--- src/rtl/event_encoder_pkg.sv ---
// Shared constants for the encoder/decoder family: default line count and a
// constant-foldable ceil(log2) used to size index ports.
package event_encoder_pkg;

  localparam int DEFAULT_N = 8;

  // Returns at least 1 so that N=2 still gets a 1-bit index.
  function automatic int clog2(input int value);
    int r;
    r = 1;
    for (int i = 1; i < 31; i++) begin
      if ((1 << i) < value) r = i + 1;
    end
    return r;
  endfunction

endpackage

--- src/rtl/event_encoder_prio_enc_n.sv ---
// N-input lowest-index-wins priority encoder; generalises the 8:3 one-hot
// encoder and additionally reports whether any input bit is set.
module prio_enc_n
  import event_encoder_pkg::*;
#(
  parameter int N = DEFAULT_N
) (
  input  logic [N-1:0]          vec_i,
  output logic [clog2(N)-1:0]   idx_o,
  output logic                  any_o
);

  localparam int W = clog2(N);

  // Scan from the top down so the lowest set bit is the last writer.
  always_comb begin
    idx_o = '0;
    for (int i = N - 1; i >= 0; i--) begin
      if (vec_i[i]) idx_o = W'(i);
    end
  end

  assign any_o = |vec_i;

endmodule

--- src/rtl/event_encoder.sv ---
// Captures request pulses into a pending register and serves one line per
// cycle over valid/ready. Define EVENT_ENCODER_ROUND_ROBIN_EN for rotating
// priority; the default build uses fixed lowest-index priority.
module event_encoder
  import event_encoder_pkg::*;
#(
  parameter int N = DEFAULT_N
) (
  input  logic                  clk,
  input  logic                  rst,
  input  logic [N-1:0]          req,
  input  logic                  enc_ready,
  output logic                  enc_valid,
  output logic [clog2(N)-1:0]   enc_idx,
  output logic [N-1:0]          pending,
  output logic                  overflow
);

  localparam int W = clog2(N);

  logic [N-1:0] pending_q, pending_d;
  logic         overflow_q, overflow_d;
  logic [N-1:0] served;
  logic [W-1:0] sel_idx;
  logic [W-1:0] u_idx;
  logic         u_any;
  logic         xfer;

  prio_enc_n #(.N(N)) u_prio_all (
    .vec_i (pending_q),
    .idx_o (u_idx),
    .any_o (u_any)
  );

`ifdef EVENT_ENCODER_ROUND_ROBIN_EN
  logic [W-1:0] last_q, last_d;
  logic [N-1:0] above_mask;
  logic [W-1:0] m_idx;
  logic         m_any;

  // Lines strictly above the last served index get first chance.
  for (genvar gi = 0; gi < N; gi++) begin : g_mask
    assign above_mask[gi] = (W'(gi) > last_q);
  end

  prio_enc_n #(.N(N)) u_prio_above (
    .vec_i (pending_q & above_mask),
    .idx_o (m_idx),
    .any_o (m_any)
  );

  assign sel_idx = m_any ? m_idx : u_idx;
  assign last_d  = xfer ? enc_idx : last_q;

  always_ff @(posedge clk) begin
    if (rst) last_q <= W'(N - 1);
    else     last_q <= last_d;
  end
`else
  assign sel_idx = u_idx;
`endif

  assign enc_valid = u_any;
  assign enc_idx   = enc_valid ? sel_idx : '0;
  assign xfer      = enc_valid && enc_ready;
  assign pending   = pending_q;
  assign overflow  = overflow_q;

  always_comb begin
    served = '0;
    if (xfer) served[enc_idx] = 1'b1;
  end

  // A request landing on a line that is being served counts as a fresh event.
  assign pending_d  = (pending_q & ~served) | req;
  assign overflow_d = |(req & pending_q & ~served);

  always_ff @(posedge clk) begin
    if (rst) begin
      pending_q  <= '0;
      overflow_q <= 1'b0;
    end else begin
      pending_q  <= pending_d;
      overflow_q <= overflow_d;
    end
  end

endmodule
--- config.mk ---
export PLATFORM = sky130hd
export DESIGN_NAME = event_encoder
export DESIGN_NICKNAME = d
export VERILOG_FILES = /design/src/rtl/event_encoder_pkg.sv /design/src/rtl/event_encoder_prio_enc_n.sv /design/src/rtl/event_encoder.sv
export SDC_FILE = /design/constraint.sdc
export NUM_CORES = 1
export LEC_CHECK = 0
export CORE_UTILIZATION = 36
export CTS_BUF_LIST = sky130_fd_sc_hd__clkbuf_8
export DETAILED_ROUTE_END_ITERATION = 10
export PLACE_DENSITY = 0.87
export SLEW_MARGIN = 5
export SYNTH_ARGS = -nofsm -noshare
export SYNTH_HDL_FRONTEND = slang
export SYNTH_SLANG_ARGS = --single-unit
--- constraint.sdc ---
create_clock -name clk -period 1.7 [get_ports clk]
set_clock_uncertainty 0.15 [all_clocks]
set_input_delay 0.255 -clock clk [delete_from_list [all_inputs] [get_ports clk]]
set_output_delay 0.255 -clock clk [all_outputs]
set_load 0.005 [all_outputs]
==> flow_summary.toml, run 1 <==
[timing]
report.final.slew_viol_count = 0
hold_viol = 0
setup_ws_ns = -0.107
period_share = 1.06
fmax_ghz = 0.553
setup_viol = 4
rsz0062_at_grt = "yes"
whs_ns = 0.388
maxSlewHeadroom = 0.725
fin_tns_setup_ns = -0.204
timing.final.crit_period_ns = 1.81
tightest_slew_ns = 0.412

[synth]
ys_ff_latch = 9
synth_edf_count = 0
yosysWarnings = 0
synth.distinct_cells = 28
synth_seq_area_share = 0.365
async_flop_share = 0
synth_area_sq_um = 493
syn-num-nets = 73
synthCells = 62
synth_flop_cell = "dfxtp_1"
synth.avg_cell_area_sq_um = 7.95

[finish]
num-nets-final = 129
area_growth_pct = 123
drive_gt1_frac = 0.504
n_antenna_cell = 0

[clock_network]
clkTransAtPathRegs_ns = 0.05
clkLatencyLatePin_ns = 0.24
cts_max_path_buffers = 2
clockRootBuffer = "clkbuf_8"
numCtsBuffers = 3
cts_tree = "built"
postCtsHoldBufs = 0
htreeDepth = 1
clock_sinks = 9

[global_route]
grtUsageTotal = 0.308
overflow = 0
grt_max_degree = 10
grt_pass1_wl_um = 2930
grt_pass1_vias = 660
antenna_found_initial = 0

[route]
drt_iter0_drc = 30
vias = 785
first_pass_iters = 4
routedWlPerCell_um = 19.9
wl_um = 2610
drc = 0
viasPerCell = 5.99
ant_nets = 0

[run_status]
violations = "setup timing"
run_status = "finished with violations"

[place]
gp_congestion = 0.858
io_buffers = 23
dpl.hpwl_um = 1150

[pwr]
power_leakage_nw = 0.507
ir_drop_v = 0.000765
power_mw = 0.808
powerDensity_mw_per_mm2 = 735

[worst_setup_path]
rrSetupSlack_ns = -0.11
crit_path_start_kind = "flip-flop"
cp.required_ns = 1.66
crit_type = "reg -> reg"
critPathCaptureType = "flip-flop"
cp_max_fo = 7
critical_path_arrival_ns = 1.76

[flow_run]
max_cap_viol_count = 0

[floorplanning]
rows = 12
fp.dieArea_sq_mm = 0.00152
io_pins = 24
start_util = 0.416
coreArea_sq_mm = 0.00119
die_h_um = 39.0
die_x_um = 39.0

[hold_path]
hold_class = "in -> reg"
-- metrics by stage --
step / cells / setup WS [ns] / cell area [sq um] / utilization
floorplan: 62 / 0.0469 / 493 / -
global placement: 114 / -0.324 / 853 / 0.719
detailed placement: 114 / -0.352 / 853 / 0.719
CTS: 129 / -0.0444 / 1040 / 0.876
global route: 131 / -0.194 / 1100 / 0.926
finish: 131 / -0.107 / 1100 / 0.926
-- where the power goes --
part           switching [mW]  internal, mW
Clock                   0.102         0.161
Combinational           0.126         0.167
Sequential             0.0230         0.228
Total                   0.251         0.556
-- cells by family (layout without fill, tap and decap cells) --
family / Yosys count / after routing / synth area share
flops: 9 / 9 / 0.365
simple gates: 23 / 23 / 0.249
compound gates: 23 / 23 / 0.317
buf+inv: 7 / 62 / 0.0685
-- final timing paths --
| kind | startpoint | endpoint | cells past startpoint |
|---|---|---|---|
| worst min register to register | pending[3] | pending[3] | 2 |
| worst min-delay path | req[3] | pending[3] | 4 |
| worst max-delay path | pending[0] | overflow | 5 |
| worst max register to register | pending[0] | overflow | 5 |
-- sequential cells by signal, summed over array words and instances, names as in the netlist --
signal,cells
pending,8
overflow,1
-- area by class of cell --
cell class                      count  area [sq um]
Tap cell                           14          17.5
Sequential cell                     9           200
Fill cell                          42          87.6
Timing Repair Buffer               53           449
Clock buffer                        3          41.3
Inverter                            5          18.8
Multi-Input combinational cell     46           367
Clock inverter                      1          5.00
-- worst max-delay path: stages, from the launching register on --
cell       delay [ns]
dfxtp_4          0.37
or3b_4           0.40
nor3_4           0.17
o2111ai_4        0.15
a311oi_2         0.31
a31oi_1          0.12
-- cell usage after synthesis (all sizes together) (2+ instances only) --
cell type  number  area share
nor2b           2       0.025
a21oi           8       0.081
a22o            2       0.036
o21ai           3       0.030
inv             5       0.038
nor2           10       0.076
nand3           2       0.020
dfxtp           9        0.37
nor3            3       0.041
-- timing repair --
item,CTS,global route
gates resized for setup,40,12
pin swaps,10,7
setup endpoints to repair,6,9
endpoints found under the hold margin,0,0
buffers inserted,12,4
-- placed cells by master, fill, tap and decap left out, types with 2 or more instances in the layout --
master	n
buf_4	27
clkdlybuf4s50_1	15
nor2_1	7
a21oi_1	7
inv_1	5
dfxtp_4	4
dfxtp_2	4
nor3_4	3
clkbuf_8	3
buf_2	3
buf_6	3
nand3_1	2
nor2_4	2
o21ai_1	2
a22o_1	2
dlygate4sd2_1	2
dlymetal6s2s_1	2
-- layer usage --
layer	routed length, um	vias up	GRT usage	share of wire
met4	96	0	0.164	0.037
met1	1030	389	0.329	0.39
met5	0	-	0	0
li1	-	338	-	-
met2	1330	45	0.533	0.51
met3	156	13	0.0925	0.060
Note: power is estimated with default switching activity, not from simulation.
==> run 2, diff against run 1 <==
--- a/config.mk
+++ b/config.mk
@@ -5,8 +5,10 @@
 export SDC_FILE = /design/constraint.sdc
 export NUM_CORES = 1
 export LEC_CHECK = 0
+export ABC_CLOCK_PERIOD_IN_PS = 1700
 export CORE_UTILIZATION = 36
 export CTS_BUF_LIST = sky130_fd_sc_hd__clkbuf_8
+export CTS_CLUSTER_SIZE = 28
 export DETAILED_ROUTE_END_ITERATION = 10
 export PLACE_DENSITY = 0.87
 export SLEW_MARGIN = 5
==> results of run 2 <==
Final layout, timing and power as in run 1 (identical DEF).
==> run 3, diff against run 2 <==
--- a/config.mk
+++ b/config.mk
@@ -10,7 +10,7 @@
 export CTS_BUF_LIST = sky130_fd_sc_hd__clkbuf_8
 export CTS_CLUSTER_SIZE = 28
 export DETAILED_ROUTE_END_ITERATION = 10
-export PLACE_DENSITY = 0.87
+export PLACE_DENSITY = 0.75
 export SLEW_MARGIN = 5
 export SYNTH_ARGS = -nofsm -noshare
 export SYNTH_HDL_FRONTEND = slang
==> run 3 against run 2 <==
Sequential power about the same. Clock-buffer cell count unchanged. Largest power group unchanged. Wire length down 20%. Non-clock buffer count down 6. Setup slack better by 0.021 ns. Global-route usage down 3.9 points. The run still ends with setup timing left. Critical endpoint unchanged. Core utilization down 6.8 points.
==> flow_summary.toml, run 3 (synthesis results as in run 1) <==
[run_status]
run_status = "finished with violations"
violations = "setup timing"

[clock_network]
clockRootBuffer = "clkbuf_8"
numCtsBuffers = 3
cts_max_path_buffers = 2
clock_sinks = 9
clkTransAtPathRegs_ns = 0.05
postCtsHoldBufs = 0
htreeDepth = 1
clkLatencyLatePin_ns = 0.24
cts_tree = "built"

[floorplanning]
io_pins = 24
die_h_um = 39.0
die_x_um = 39.0
coreArea_sq_mm = 0.00119
fp.dieArea_sq_mm = 0.00152
start_util = 0.416
rows = 12

[timing]
report.final.slew_viol_count = 0
maxSlewHeadroom = 0.756
setup_viol = 2
timing.final.crit_period_ns = 1.79
tightest_slew_ns = 0.364
hold_viol = 0
fmax_ghz = 0.560
setup_ws_ns = -0.0854
period_share = 1.05
rsz0062_at_grt = "yes"

[finish]
stdcell_area_sq_mm = 0.00102
n_fill_cell = 61
multi_input_area_sq_um = 344
drive_gt1_frac = 0.459
num-nets-final = 123
largest_reg_flops = 8
layoutNonFillerInstCount = 125
regArea_sq_um = 199
final_cell_mix = "buf_4 (23), clkdlybuf4s50_1 (15), nor2_1 (9), a21oi_1 (7), inv_1 (5)"
mostFrequentLayoutCell = "buf_4"
n_antenna_cell = 0
area_growth_pct = 107

[worst_setup_path]
cp_max_fo = 4
cp.required_ns = 1.67
critPathCapture = "overflow"
max_stage_delay_ns = 0.35
critPathLaunch = "pending[1]"
r2r_end = "overflow"
crit_type = "reg -> reg"
rrSetupSlack_ns = -0.09
critical_path_arrival_ns = 1.75
crit_path_start_kind = "flip-flop"
critPathCaptureType = "flip-flop"
r2r_start = "pending[1]"
slowest_stage = "dfxtp_4"
crit_chain = "buf_4 -> nor2_1 -> nand3_1 -> and3_1 -> a311oi_2 -> a31oi_1"
ff2ff_path_depth = 6

[global_route]
use_met3 = 0.104
antenna_found_initial = 0
met1_usage = 0.302
overflow = 0
met2_usage = 0.433
grt_pass1_vias = 603
grt_pass1_wl_um = 2650
grtUsageTotal = 0.269
grt_max_degree = 10
grt-busiest-layer = "met2"

[route]
drc = 0
first_pass_iters = 4
routedWlPerCell_um = 16.6
drt_iter0_drc = 20
vias = 717
viasPerCell = 5.74
ant_nets = 0
wl_um = 2080

[hold_path]
hold_class = "in -> reg"
hold_path.startpoint = "req[2]"

[pwr]
power_leakage_nw = 0.463
powerDensity_mw_per_mm2 = 751
ir_drop_v = 0.000627

[place]
gp_congestion = 0.859
place_area_sq_um = 861
io_buffers = 23
dpl.hpwl_um = 1150
dp_cells = 115

[flow_run]
max_cap_viol_count = 0
==> run 3: what timing repair did <==
action,in CTS,in global routing
endpoints found under the setup margin,7,5
gates resized for setup,30,15
buffers inserted,3,3
pin swaps,9,10
==> run 3: worst min path at each step <==
| stage | to | depth (start not counted) |
|---|---|---|
| floorplan | pending[1] | 2 |
| global placement | pending[6] | 2 |
| detailed placement | pending[6] | 2 |
| CTS | pending[2] | 3 |
| global route | pending[2] | 3 |
| finish | pending[2] | 3 |
==> run 3: critical path: cells and delay by family, from the launching register on <==
family | cells | cell delay, ns
buffers and inverters | 1 | 0.14
flip-flops | 1 | 0.35
AND/OR/NAND/NOR | 3 | 0.73
AO/OA/AOI/OAI | 2 | 0.30
==> run 3: layout make-up <==
| cell class | instances | area share |
|---|---|---|
| Sequential cell | 9 | 0.195 |
| Timing Repair Buffer | 47 | 0.386 |
| Tap cell | 14 | 0.0172 |
| Inverter | 5 | 0.0184 |
| Clock buffer | 3 | 0.0405 |
| Multi-Input combinational cell | 46 | 0.338 |
| Clock inverter | 1 | 0.00491 |
==> run 3: power by group <==
group	switching (mW)	leakage (nW)	internal (mW)	total (mW)
sequential	0.0227	0.0781	0.228	0.251
combinational	0.108	0.360	0.150	0.258
clock	0.0960	0.0255	0.161	0.257
total	0.226	0.463	0.539	0.765
==> run 3: layer usage <==
layer / vias to the layer above / part of all wire
li1: 324 / -
met5: - / 0
met3: 10 / 0.071
met1: 339 / 0.40
met2: 44 / 0.50
met4: 0 / 0.029
==> run 3: through the flow <==
| step | setup WS (ns) | total power [mW] | TNS [ns] | util | hold slack, ns |
|---|---|---|---|---|---|
| 2_1_floorplan | 0.0469 | 0.328 | 0 | - | 0.222 |
| 3_3_place_gp | -0.327 | 0.458 | -0.884 | 0.726 | 0.424 |
| 3_5_place_dp | -0.379 | 0.462 | -1.05 | 0.726 | 0.413 |
| 4_1_cts | -0.0557 | 0.734 | -0.136 | 0.797 | 0.247 |
| 5_1_grt | -0.156 | 0.799 | -0.341 | 0.859 | 0.287 |
| 6_report | -0.0854 | 0.765 | -0.106 | 0.859 | 0.254 |
